## config.mk

```make
export PLATFORM = sky130hd
export DESIGN_NAME = counter_strobe_bank
export DESIGN_NICKNAME = d
export VERILOG_FILES = /design/src/rtl/counter_pkg.sv /design/src/rtl/counter_strobe_channel.sv /design/src/rtl/counter_strobe_bank.sv
export SDC_FILE = /design/constraint.sdc
export NUM_CORES = 1
export LEC_CHECK = 0
export CAP_MARGIN = 30
export CORE_ASPECT_RATIO = 0.7
export CORE_MARGIN = 5
export CORE_UTILIZATION = 47
export DETAILED_ROUTE_END_ITERATION = 12
export PLACE_DENSITY = 0.68
export SLEW_MARGIN = 20
export SYNTH_ARGS = -nofsm -noshare
export SYNTH_HDL_FRONTEND = slang
export SYNTH_SLANG_ARGS = --single-unit
```

## constraint.sdc

```tcl
create_clock -name clk -period 2.1 [get_ports clk]
set_clock_uncertainty 0.1 [all_clocks]
set_input_delay 0.315 -clock clk [delete_from_list [all_inputs] [get_ports clk]]
set_output_delay 0.315 -clock clk [all_outputs]
set_load 0.02 [all_outputs]
```

## src/rtl/counter_pkg.sv

```systemverilog
// counter_pkg: shared types, mode constants and index-width helper for the strobe counter bank
package counter_pkg;
  typedef enum logic {IDLE = 1'b0, RUN = 1'b1} ch_state_e;
  localparam logic MODE_PERIODIC = 1'b0;
  localparam logic MODE_ONESHOT = 1'b1;
  function automatic int ch_idx_w(input int n);
    return ($clog2(n) < 1) ? 1 : $clog2(n);
  endfunction
endpackage

```

## src/rtl/counter_strobe_channel.sv

```systemverilog
// counter_strobe_channel: one shadowed periodic/one-shot strobe counter
module counter_strobe_channel import counter_pkg::*; #(
  parameter int WIDTH = 16
) (
  input  logic             clk,
  input  logic             rst,
  input  logic             tick,
  input  logic             wr,
  input  logic [WIDTH-1:0] wr_period,
  input  logic             wr_oneshot,
  input  logic             start,
  input  logic             stop,
  output logic             strobe,
  output logic             running
);
  ch_state_e state;
  logic [WIDTH-1:0] count, act_period, sh_period, sh_period_n;
  logic act_mode, sh_mode, sh_mode_n, run, hit, load;
  // same-cycle write forwarding, hit detection and active-register load condition
  always_comb begin
    sh_period_n = wr ? wr_period : sh_period;
    sh_mode_n = wr ? wr_oneshot : sh_mode;
    run = state == RUN;
    hit = run && tick && count == act_period;
    load = !run || hit || start;
  end
  assign running = run;
  // registers: stop beats start beats hit beats counting; writes always land in shadow
  always_ff @(posedge clk or negedge rst)
    if (!rst) begin
      state <= IDLE;
      count <= WIDTH'(1);
      act_period <= '0;
      sh_period <= '0;
      act_mode <= MODE_PERIODIC;
      sh_mode <= MODE_PERIODIC;
      strobe <= 1'b0;
    end else begin
      sh_period <= sh_period_n;
      sh_mode <= sh_mode_n;
      if (load) begin
        act_period <= sh_period_n;
        act_mode <= sh_mode_n;
      end
      strobe <= hit && !start && !stop;
      if (stop) begin
        state <= IDLE;
        count <= WIDTH'(1);
      end else if (start) begin
        state <= (sh_period_n != '0) ? RUN : IDLE;
        count <= WIDTH'(1);
      end else if (hit) begin
        state <= (sh_mode_n == MODE_ONESHOT || sh_period_n == '0) ? IDLE : RUN;
        count <= WIDTH'(1);
      end else if (run && tick) begin
        count <= count + 1'b1;
      end
    end
endmodule

```

## src/rtl/counter_strobe_bank.sv

```systemverilog
// counter_strobe_bank: CHANNELS strobe counters on one tick; COUNTER_STROBE_BANK_PRESCALE_EN adds a shared tick prescaler
module counter_strobe_bank import counter_pkg::*; #(
  parameter int WIDTH = 16,
  parameter int CHANNELS = 4,
  parameter int PRESCALE = 1
) (
  input  logic                            clk,
  input  logic                            rst,
  input  logic                            tick,
  input  logic                            wr_en,
  input  logic [ch_idx_w(CHANNELS)-1:0]   wr_ch,
  input  logic [WIDTH-1:0]                wr_period,
  input  logic                            wr_oneshot,
  input  logic [CHANNELS-1:0]             start,
  input  logic [CHANNELS-1:0]             stop,
  output logic [CHANNELS-1:0]             strobe,
  output logic [CHANNELS-1:0]             running
);
  localparam int IW = ch_idx_w(CHANNELS);
  logic ptick;
`ifdef COUNTER_STROBE_BANK_PRESCALE_EN
  logic [WIDTH-1:0] pre;
  assign ptick = tick && pre == WIDTH'(PRESCALE - 1);
  // free-running tick divider, independent of channel start/stop
  always_ff @(posedge clk or negedge rst)
    if (!rst) pre <= '0;
    else if (tick) pre <= ptick ? '0 : pre + 1'b1;
`else
  assign ptick = tick;
`endif
  for (genvar c = 0; c < CHANNELS; c++) begin : g_ch
    counter_strobe_channel #(.WIDTH(WIDTH)) u_ch (
      .clk        (clk),
      .rst        (rst),
      .tick       (ptick),
      .wr         (wr_en && wr_ch == IW'(c)),
      .wr_period  (wr_period),
      .wr_oneshot (wr_oneshot),
      .start      (start[c]),
      .stop       (stop[c]),
      .strobe     (strobe[c]),
      .running    (running[c])
    );
  end
endmodule
```

==> qor.json <==
{
  "yosys-top-cells-area": "sky130_fd_sc_hd__dfrtp_1 (53%), sky130_fd_sc_hd__mux2_2 (13%), sky130_fd_sc_hd__xnor2_1 (7.4%), sky130_fd_sc_hd__mux2_4 (4.3%), sky130_fd_sc_hd__xor2_1 (3.7%)",
  "worstSetupPathType": "reg2reg",
  "peakVddDrop_mv": 0.611,
  "hpwl_after_detailed_placement_mm": 15.5,
  "final_max_slew_viol_count": 0,
  "placement.setup.worst_slack_ns": -0.386,
  "buffer_ports.inserted": 38,
  "boundaryPins": 39,
  "fp.dieH_um": 128,
  "worst_pin_slew_ns": 0.545,
  "final_hold_viol_count": 0,
  "status": "finished, violations left",
  "fp.dieArea_um2": 23000,
  "worst_ep_arrival_time_ns": 2.58,
  "synthMuxAreaShare": 0.169,
  "ctsHtreeMaxLevel": 1,
  "finalSetupViolations": 43,
  "drc": 0,
  "synth_top_family_by_area": "multiplexers",
  "antenna_found_initial": 2,
  "maxCapViolCount": 0,
  "avgRoutedWirePerCell_um": 18.8,
  "timing.critical_path.required_ns": 2.38,
  "timing.final.crit_period_ns": 2.30,
  "ratio_of_cells_with_drive_above_1_in_the_final_layout": 0.366,
  "largest_net_degree_at_the_start_of_global_routing": 49,
  "yosys_register_bits": 204,
  "tritoncts": "built",
  "synth_simple_gate_area_frac": 0.123,
  "cells_after_dpl": 1170,
  "dr.pass1.iters": 5,
  "clk-insertion-delay-late_ns": 0.50,
  "core_um2": 19700,
  "cts_root_buf": "sky130_fd_sc_hd__clkbuf_16",
  "die_x_um": 179,
  "synth.yosys.warnings": 0,
  "start_util": 0.476,
  "grt_pass1_wl_mm": 35.2,
  "yosysUniqueCellTypes": 39,
  "layout.filler_cells": 1555,
  "finalWorstSetupSlack_ns": -0.197,
  "violations": "setup timing",
  "critPathLaunchType": "flop",
  "pwr_density_cell_nw_per_um2": 884,
  "comb_power_share": 0.168,
  "netSwitchingPower_mw": 2.68,
  "holdWs_ns": 0.248,
  "synth_enable_flop_cells": 0,
  "route.antenna.remaining_nets": 0,
  "syn-num-nets": 793,
  "num_vias": 6449,
  "placementRows": 43,
  "synth_xor_area_frac": 0.111,
  "synth_top_area_share": 0.533,
  "routed_wirelength_mm": 22.9,
  "final.setup.tns_ns": -4.12,
  "crit_path_max_fanout": 8,
  "setup_repair_after_global_routing_missed_its_margin": "true",
  "clock_sinks": 204,
  "clock_transition_at_path_regs_ns": 0.06,
  "cts_inserted_buffers": 20,
  "arithmetic_cell_share_of_the_synthesized_area_counting_full_adders_half_adders_and_majority_gates": 0.00533,
  "multi_input_area_um2": 4340,
  "first_global_vias": 6492,
  "compound_cell_area_share_of_the_yosys_netlist": 0.0212,
  "synthFlopType": "sky130_fd_sc_hd__dfrtp_1",
  "leakagePower_nw": 5.40,
  "remaining_overflow_grt": 0,
  "netlist_instances": 758,
  "final_net_count": 968,
  "drt_iter0_markers": 450,
  "finish.cell_count_without_fillers": 1217,
  "ff_latch_area_um2": 5110,
  "fmax_mhz": 435,
  "timing.max_slew.rel_slack": 0.633,
  "weighted_congestion_reported_at_the_end_of_routability_driven_placement": 0.841,
  "syn_to_final_growth_pct": 30.9,
  "viasPerCell": 5.30,
  "endpoint_kind": "flop",
  "cell_internal_pwr_mw": 8.19,
  "num_antenna_cells": 0,
  "netlist_area_um2": 9400,
  "synth_top_area_cell": "sky130_fd_sc_hd__dfrtp_1",
  "post-route-period-util": 1.09,
  "power.share.clock": 0.382,
  "sequential_to_total_area_share_from_yosys_stat": 0.544,
  "switching_share": 0.246,
  "ctsLongestPathBuffers": 3,
  "seq_power_share": 0.450,
  "ys_async_sr_fraction": 1.00,
  "postSynthAreaPerCell_um2": 12.4,
  "global_route.usage.total": 0.195,
  "worstHoldPathType": "in2async"
}
## per-layer routing
layer | up-vias | share of wire | global-route usage
li1 | 3004 | - | -
met1 | 3277 | 0.51 | 0.316
met2 | 142 | 0.41 | 0.268
met3 | 26 | 0.062 | 0.0454
met4 | 0 | 0.013 | 0.0325
met5 | - | 0 | 0
## sequential cells by signal, summed over array words and instances (netlist names)
signal / count
g_ch.u_ch.act_period: 64
g_ch.u_ch.count: 64
g_ch.u_ch.sh_period: 64
g_ch.u_ch.running: 4
g_ch.u_ch.sh_mode: 4
g_ch.u_ch.strobe: 4
## cells in the final DEF (no fill, tap or decap), drive strengths merged, types with 13 or more instances in the layout
cell type,n
inv,13
nor4,24
clkbuf,32
buf,136
nor2,69
xor2,40
xnor2,79
mux2,132
nand4,33
clkdlybuf4s50,35
nand2,31
nand3,32
dfrtp,200
and3,18
## cell families after synthesis
kind of cell	count (synthesis)
AOI/OAI and AO/OA	29
xor gates and xnor gates	119
adders and majority gates	4
buffers and inverters	42
DFF	204
muxes	132
and+or+nand+nor	228
## synthesized netlist by cell type, types with 3 or more instances
master                     count
sky130_fd_sc_hd__nand3_1      31
sky130_fd_sc_hd__dfstp_2       4
sky130_fd_sc_hd__and4_1        5
sky130_fd_sc_hd__a211o_1       4
sky130_fd_sc_hd__a211oi_1      3
sky130_fd_sc_hd__mux2_4       27
sky130_fd_sc_hd__xor2_1       40
sky130_fd_sc_hd__o21ai_0       4
sky130_fd_sc_hd__a21oi_1       8
sky130_fd_sc_hd__nor3_1       10
sky130_fd_sc_hd__nand4_1      33
sky130_fd_sc_hd__inv_1        13
sky130_fd_sc_hd__buf_4         9
sky130_fd_sc_hd__clkbuf_1      9
sky130_fd_sc_hd__ha_1          4
sky130_fd_sc_hd__o22ai_1       3
sky130_fd_sc_hd__buf_6         6
sky130_fd_sc_hd__xnor2_1      79
sky130_fd_sc_hd__and3_1       15
sky130_fd_sc_hd__dfrtp_1     200
sky130_fd_sc_hd__or3_1         4
sky130_fd_sc_hd__mux2_2      105
sky130_fd_sc_hd__nand2_1      31
sky130_fd_sc_hd__nor2_1       69
sky130_fd_sc_hd__nor4_1       23
## area by class of cell
type,instances,area share
tap,270,0.0275
multi-input combinational,515,0.353
clock buffer,27,0.0486
inverter,13,0.00397
clock inverter,9,0.0138
timing repair buffer,179,0.138
sequential,204,0.416
## power groups by stage
stage	registers (mW)	logic (mW)	clock network [mW]
6_report	4.89	1.82	4.15
5_1_grt	4.96	1.96	4.39
4_1_cts	4.87	1.70	4.23
3_5_place_dp	4.92	1.65	0
3_3_place_gp	4.92	1.62	0
2_1_floorplan	4.82	1.10	0
## worst max-delay path: stages (launching register included)
cell and delay [ns]:
sky130_fd_sc_hd__dfrtp_1 0.41, sky130_fd_sc_hd__xnor2_2 0.21, sky130_fd_sc_hd__nand4_1 0.13, sky130_fd_sc_hd__nor4_2 0.34, sky130_fd_sc_hd__buf_4 0.17, sky130_fd_sc_hd__nand4_1 0.13, sky130_fd_sc_hd__and3_4 0.24, sky130_fd_sc_hd__clkbuf_16 0.17
sky130_fd_sc_hd__mux2_4 0.29
## per-stage QoR
stage                util  instance area [um2]  total power, mW
global placement    0.562                11100             6.54
detailed placement  0.562                11100             6.58
finish              0.623                12300             10.9
global route        0.623                12300             11.3
CTS                 0.608                12000             10.8
floorplan               -                 9400             5.92
## repair_timing
| action | 4_1_cts | 5_1_grt |
|---|---|---|
| endpoints found under the setup margin | 81 | 129 |
| cloned | 2 | 5 |
| endpoints found under the hold margin | 41 | 0 |
| hold buffers | 1 | 0 |
| resized for setup | 16 | 41 |
| pin swaps | 14 | 14 |
| setup buffers | 4 | 3 |
## path summary, 6_finish.rpt
| check | from | end | slack, ns | depth (start not counted) |
|---|---|---|---|---|
| worst max-delay path | g_ch[3].u_ch.count[9] | g_ch[3].u_ch.act_period[15] | -0.20 | 8 |
| worst min-delay path | rst | g_ch[1].u_ch.count[7] | 0.25 | 2 |
| worst max register to register | g_ch[3].u_ch.count[9] | g_ch[3].u_ch.act_period[15] | -0.20 | 8 |
| worst min register to register | g_ch[3].u_ch.sh_mode | g_ch[3].u_ch.sh_mode | 0.39 | 1 |
| max in group asynchronous | rst | g_ch[3].u_ch.count[0] | 0.97 | 3 |
| min in group clk | start[3] | g_ch[3].u_ch.strobe | 0.32 | 2 |
Note: power is estimated with default switching activity, not from simulation.
==> variant 1, RTL diff (same flow settings) <==
`WIDTH` is set to 16 in 2 places; all go to 32.
--- a/src/rtl/counter_strobe_channel.sv
+++ b/src/rtl/counter_strobe_channel.sv
@@ -1,6 +1,6 @@
 // counter_strobe_channel: one shadowed periodic/one-shot strobe counter
 module counter_strobe_channel import counter_pkg::*; #(
-  parameter int WIDTH = 16
+  parameter int WIDTH = 32
 ) (
   input  logic             clk,
   input  logic             rst,
--- a/src/rtl/counter_strobe_bank.sv
+++ b/src/rtl/counter_strobe_bank.sv
@@ -1,6 +1,6 @@
 // counter_strobe_bank: CHANNELS strobe counters on one tick; COUNTER_STROBE_BANK_PRESCALE_EN adds a shared tick prescaler
 module counter_strobe_bank import counter_pkg::*; #(
-  parameter int WIDTH = 16,
+  parameter int WIDTH = 32,
   parameter int CHANNELS = 4,
   parameter int PRESCALE = 1
 ) (
Ports: changed (resized wr_period); port bits go from 39 to 55. No check against the original RTL was run, so the function may have changed too.
==> variant 1 against the original RTL <==
  * The flow still finishes with violations (negative setup slack)
  * Final cell count rose by 93%
  * Clock power up 85%
  * Area after synthesis up 93%
  * First-iteration DRC count grew to 2.7 times the old value
  * Worst setup slack worse by 370 ps
  * Cell area is 98% higher
  * Sequential power grew 94%
  * Total power grew 92%
  * Sequential share of layout area down 0.87 points
  * Sequential cell count increased by 192
  * Wire length rose by 130%
  * Via count increased by 100%
  * Critical endpoint is now g_ch[3].u_ch.act_period[24]
==> variant 1: results (changes against the original RTL) <==
Placement
  • GPL Wtd Cong: 0.889 (+5.8%)
  • Dpl cells: 2238 (+91%)
  • Port bufs: 54 (+42%)

STA
  • Final setup fails: 187 (+330%)
  • Worst rel slew slack: 0.631 (-0.00177)
  • Final worst slack: -564 ps (-367 ps)

Global route
  • Largest net degree at the start of global routing: 71 (+45%)
  • GRT Overall Usage: 0.237 (+0.0418)
  • M1 GR Usage: 0.338 (+0.0223)
  • GR Layer Usage met2: 0.357 (+0.0893)
  • Met3 usage in global routing: 0.0801 (+0.0347)

Worst setup path
  • CP max FO: 7 (-1)
  • Slowest stage delay, CP: 430 ps (+20 ps)
  • Crit path launch: g_ch[3].u_ch.act_period[22]
  • WP data arrival: 3000 ps (+420 ps)
  • Reg2reg end: g_ch[3].u_ch.act_period[24]

Finish
  • Regs by FF count: g_ch.u_ch.act_period (128), g_ch.u_ch.count (128), g_ch.u_ch.sh_period (128)
  • Share of cells above drive strength 1: 0.415 (+0.0486)

Routing
  • Met1 WL: 24.1 mm (+110%)
  • Met3 WL: 4.31 mm (+200%)
  • Detailed Route WL: 52.3 mm (+130%)
  • DR WL met2: 23.0 mm (+140%)
  • Drt first-iter violations: 1202 (+170%)

Synth
  • Ranking of synthesized cells by area: dfrtp_1 (54%), mux2_2 (14%), xnor2_1 (7.3%), xor2_1 (4.8%), nor2_1 (3.0%)
  • Synthesized Nets: 1526 (+92%)
  • Post-synthesis sequential area ratio: 0.546 (+0.00215)
  • Synthesized area per cell: 12.3 um2 (-0.68%)
  • Netlist cell types: 46 (+18%)

Status
  • Failing checks: negative setup slack
  • Status: finished, violations left

Clock tree
  • PostCTS Resize Cnt: 80 (+64)
  • Post-CTS Setup Bufs: 17 (+13)
  • Clk Latency, worst-skew pair: 550 ps (+50 ps)
  • Num CTS Buffers: 38 (+90%)

Power
  • Pleak: 10.4 nW (+93%)
  • Worst vdd ir: 0.528 mV (-14%)
variant 1: logic make-up (layout without fill, tap and decap cells):
group                      Yosys count  in the layout  share of synthesized area
muxes                              260            260                      0.167
AOI/OAI and AO/OA                   27             27                     0.0105
adders and majority gates            4              4                    0.00276
and+or+nand+nor                    463            463                      0.131
other                                0              1                          0
buffers and inverters               75            453                     0.0223
DFF                                396            396                      0.546
xor gates and xnor gates           250            250                      0.121
variant 1: final cells by class:
type	instances	area (um2)
repair buffers	369	3580
clock inverters	14	225
flip-flops and latches	396	9920
well taps	496	621
inverters	17	63.8
fillers	2823	13900
multi-input cells	1004	8790
clock buffers	53	1180
diodes	1	2.50
variant 1: worst min-delay path by stage:
| stage | from | endpoint | slack (ps) | cells after the start |
|---|---|---|---|---|
| after global routing | rst | g_ch[3].u_ch.sh_period[12] | 200 | 2 |
| after detailed placement | rst | g_ch[3].u_ch.sh_period[31] | 160 | 1 |
| after floorplan | rst | g_ch[0].u_ch.act_period[0] | -80 | 0 |
| after CTS | rst | g_ch[3].u_ch.sh_period[12] | 180 | 2 |
| after global placement | rst | g_ch[3].u_ch.sh_period[31] | 170 | 1 |
| final | rst | g_ch[3].u_ch.sh_period[12] | 190 | 2 |
variant 1: per-stage QoR:
stage / util / hold slack [ps] / TNS, ps / setup WS (ps)
after floorplan: - / -80.6 / -13260 / -416
after global placement: 0.558 / 166 / -86170 / -684
after global routing: 0.637 / 204 / -50440 / -638
final: 0.637 / 185 / -34970 / -564
after CTS: 0.617 / 176 / -34730 / -560
after detailed placement: 0.558 / 165 / -95750 / -701
variant 1: power breakdown:
group	switching [mW]	internal, mW
Clock	3.02	4.66
Sequential	0.801	8.71
Combinational	1.57	2.08
==> variant 2, RTL diff (same settings) <==
Without the edit above. Register the output `strobe`, without a reset; this adds one clock of latency there. The other outputs are not delayed to match.
--- a/src/rtl/counter_strobe_bank.sv
+++ b/src/rtl/counter_strobe_bank.sv
@@ -17,6 +17,8 @@
   output logic [CHANNELS-1:0]             running
 );
   localparam int IW = ch_idx_w(CHANNELS);
+
+  logic [CHANNELS-1:0] strobe_d;
   logic ptick;
 `ifdef COUNTER_STROBE_BANK_PRESCALE_EN
   logic [WIDTH-1:0] pre;
@@ -38,8 +40,12 @@
       .wr_oneshot (wr_oneshot),
       .start      (start[c]),
       .stop       (stop[c]),
-      .strobe     (strobe[c]),
+      .strobe     (strobe_d[c]),
       .running    (running[c])
     );
   end
+  always_ff @(posedge clk) begin
+      strobe <= strobe_d;
+  end
+
 endmodule
Formal check against the unedited RTL: not equivalent (Yosys sat finds a counterexample within 4 cycles, from zero or initial values and one cycle with rst low).
==> variant 2 against the original RTL <==
  * The flow still finishes with violations (negative setup slack)
  * Maximum frequency rose by 8.2%
  * Total power fell by 4.1%
  * Global-route usage decreased by 0.77 points
  * Worst setup slack improved by 170 ps
  * Non-clock buffer count down 60
  * Highest routed layer unchanged
  * Largest cell class unchanged
  * Cell area decreased by 4.4%
  * Sequential cell count up 4
  * Combinational power decreased by 8%
  * Synthesized cell count grew 1.8%
  * Wire length shrank 4.5%
  * First-iteration DRC count down 16%
  * Area after synthesis grew 2.4%
  * Utilization down 3.4 points
==> variant 2: results (changes against the original RTL) <==
Finish
  • Non-Clock Buffer Area Fraction: 0.101 (-0.0368)
  • Inverters: 19 (+6)
  • Layout Nets: 927 (-4.2%)
  • Fraction of area in multi-input gates: 0.364 (+0.0110)
  • ClkCell Share: 0.0588 (-0.00373)

Synth
  • Synth top cells by count: dfrtp_1 (200), mux2_2 (108), xnor2_1 (96)
  • Post-synthesis sequential area ratio: 0.540 (-0.00420)
  • Ranking of synthesized cells by area: dfrtp_1 (52%), mux2_2 (13%), xnor2_1 (8.7%), mux2_4 (3.7%), nor2_1 (2.7%)
  • Netlist cell types: 45 (+15%)

Power
  • Power share of the combinational group: 0.161 (-0.007)
  • Share of power burned in registers: 0.476 (+0.026)
  • Pleak: 4.83 nW (-11%)

STA
  • Final setup fails: 15 (-65%)
  • Final worst slack: -22.7 ps (+174 ps)

Status
  • Failing checks: negative setup slack
  • Status: finished, violations left

Worst setup path
  • Slowest cell on crit path: dfstp_2
  • Reg2reg end: g_ch[0].u_ch.act_period[10]
  • Crit path launch: g_ch[0].u_ch.count[0]
  • CP max FO: 9 (+1)

Placement
  • Dpl cells: 1132 (-3.2%)
  • GPL Wtd Cong: 0.842 (+0.15%)
  • HPWL Detailed: 15.6 mm (+0.74%)

Routing
  • Routed WL per cell: 18.6 um (-1.2%)

Global route
  • Largest net degree at the start of global routing: 64 (+31%)
  • Vias in the first global route: 6451 (-0.63%)

Clock tree
  • Num CTS Buffers: 21 (+5.0%)
## variant 2: cell types whose count changed after synthesis, moves of 6 or more
cell and change:
clkbuf_1 -7, xor2_1 -14, xnor2_1 +17, and3_1 -7, inv_1 +6, a21oi_1 -6, buf_2 +10, nand3_1 -6
## variant 2: cell families after synthesis
kind of cell / count (synthesis) / synth area share
compound gates: 31 / 0.0280
xor+xnor: 122 / 0.111
fa+ha+maj: 4 / 0.00520
buf+inv: 42 / 0.0228
flops: 208 / 0.540
mux: 132 / 0.164
simple gates: 233 / 0.129
## variant 2: timing repair
item,CTS,global route
hold buffers,1,0
setup buffers,0,4
endpoints found under the hold margin,56,0
endpoints found under the setup margin,15,68
gates resized for setup,2,8
pin swaps,2,10
cloned,0,2
## variant 2: stage by stage
stage / power, mW / util / hold slack, ps
floorplan: 6.03 / - / -80.6
global placement: 6.60 / 0.548 / 227
detailed placement: 6.67 / 0.548 / 228
CTS: 10.5 / 0.584 / 243
global route: 10.9 / 0.589 / 245
finish: 10.4 / 0.589 / 240
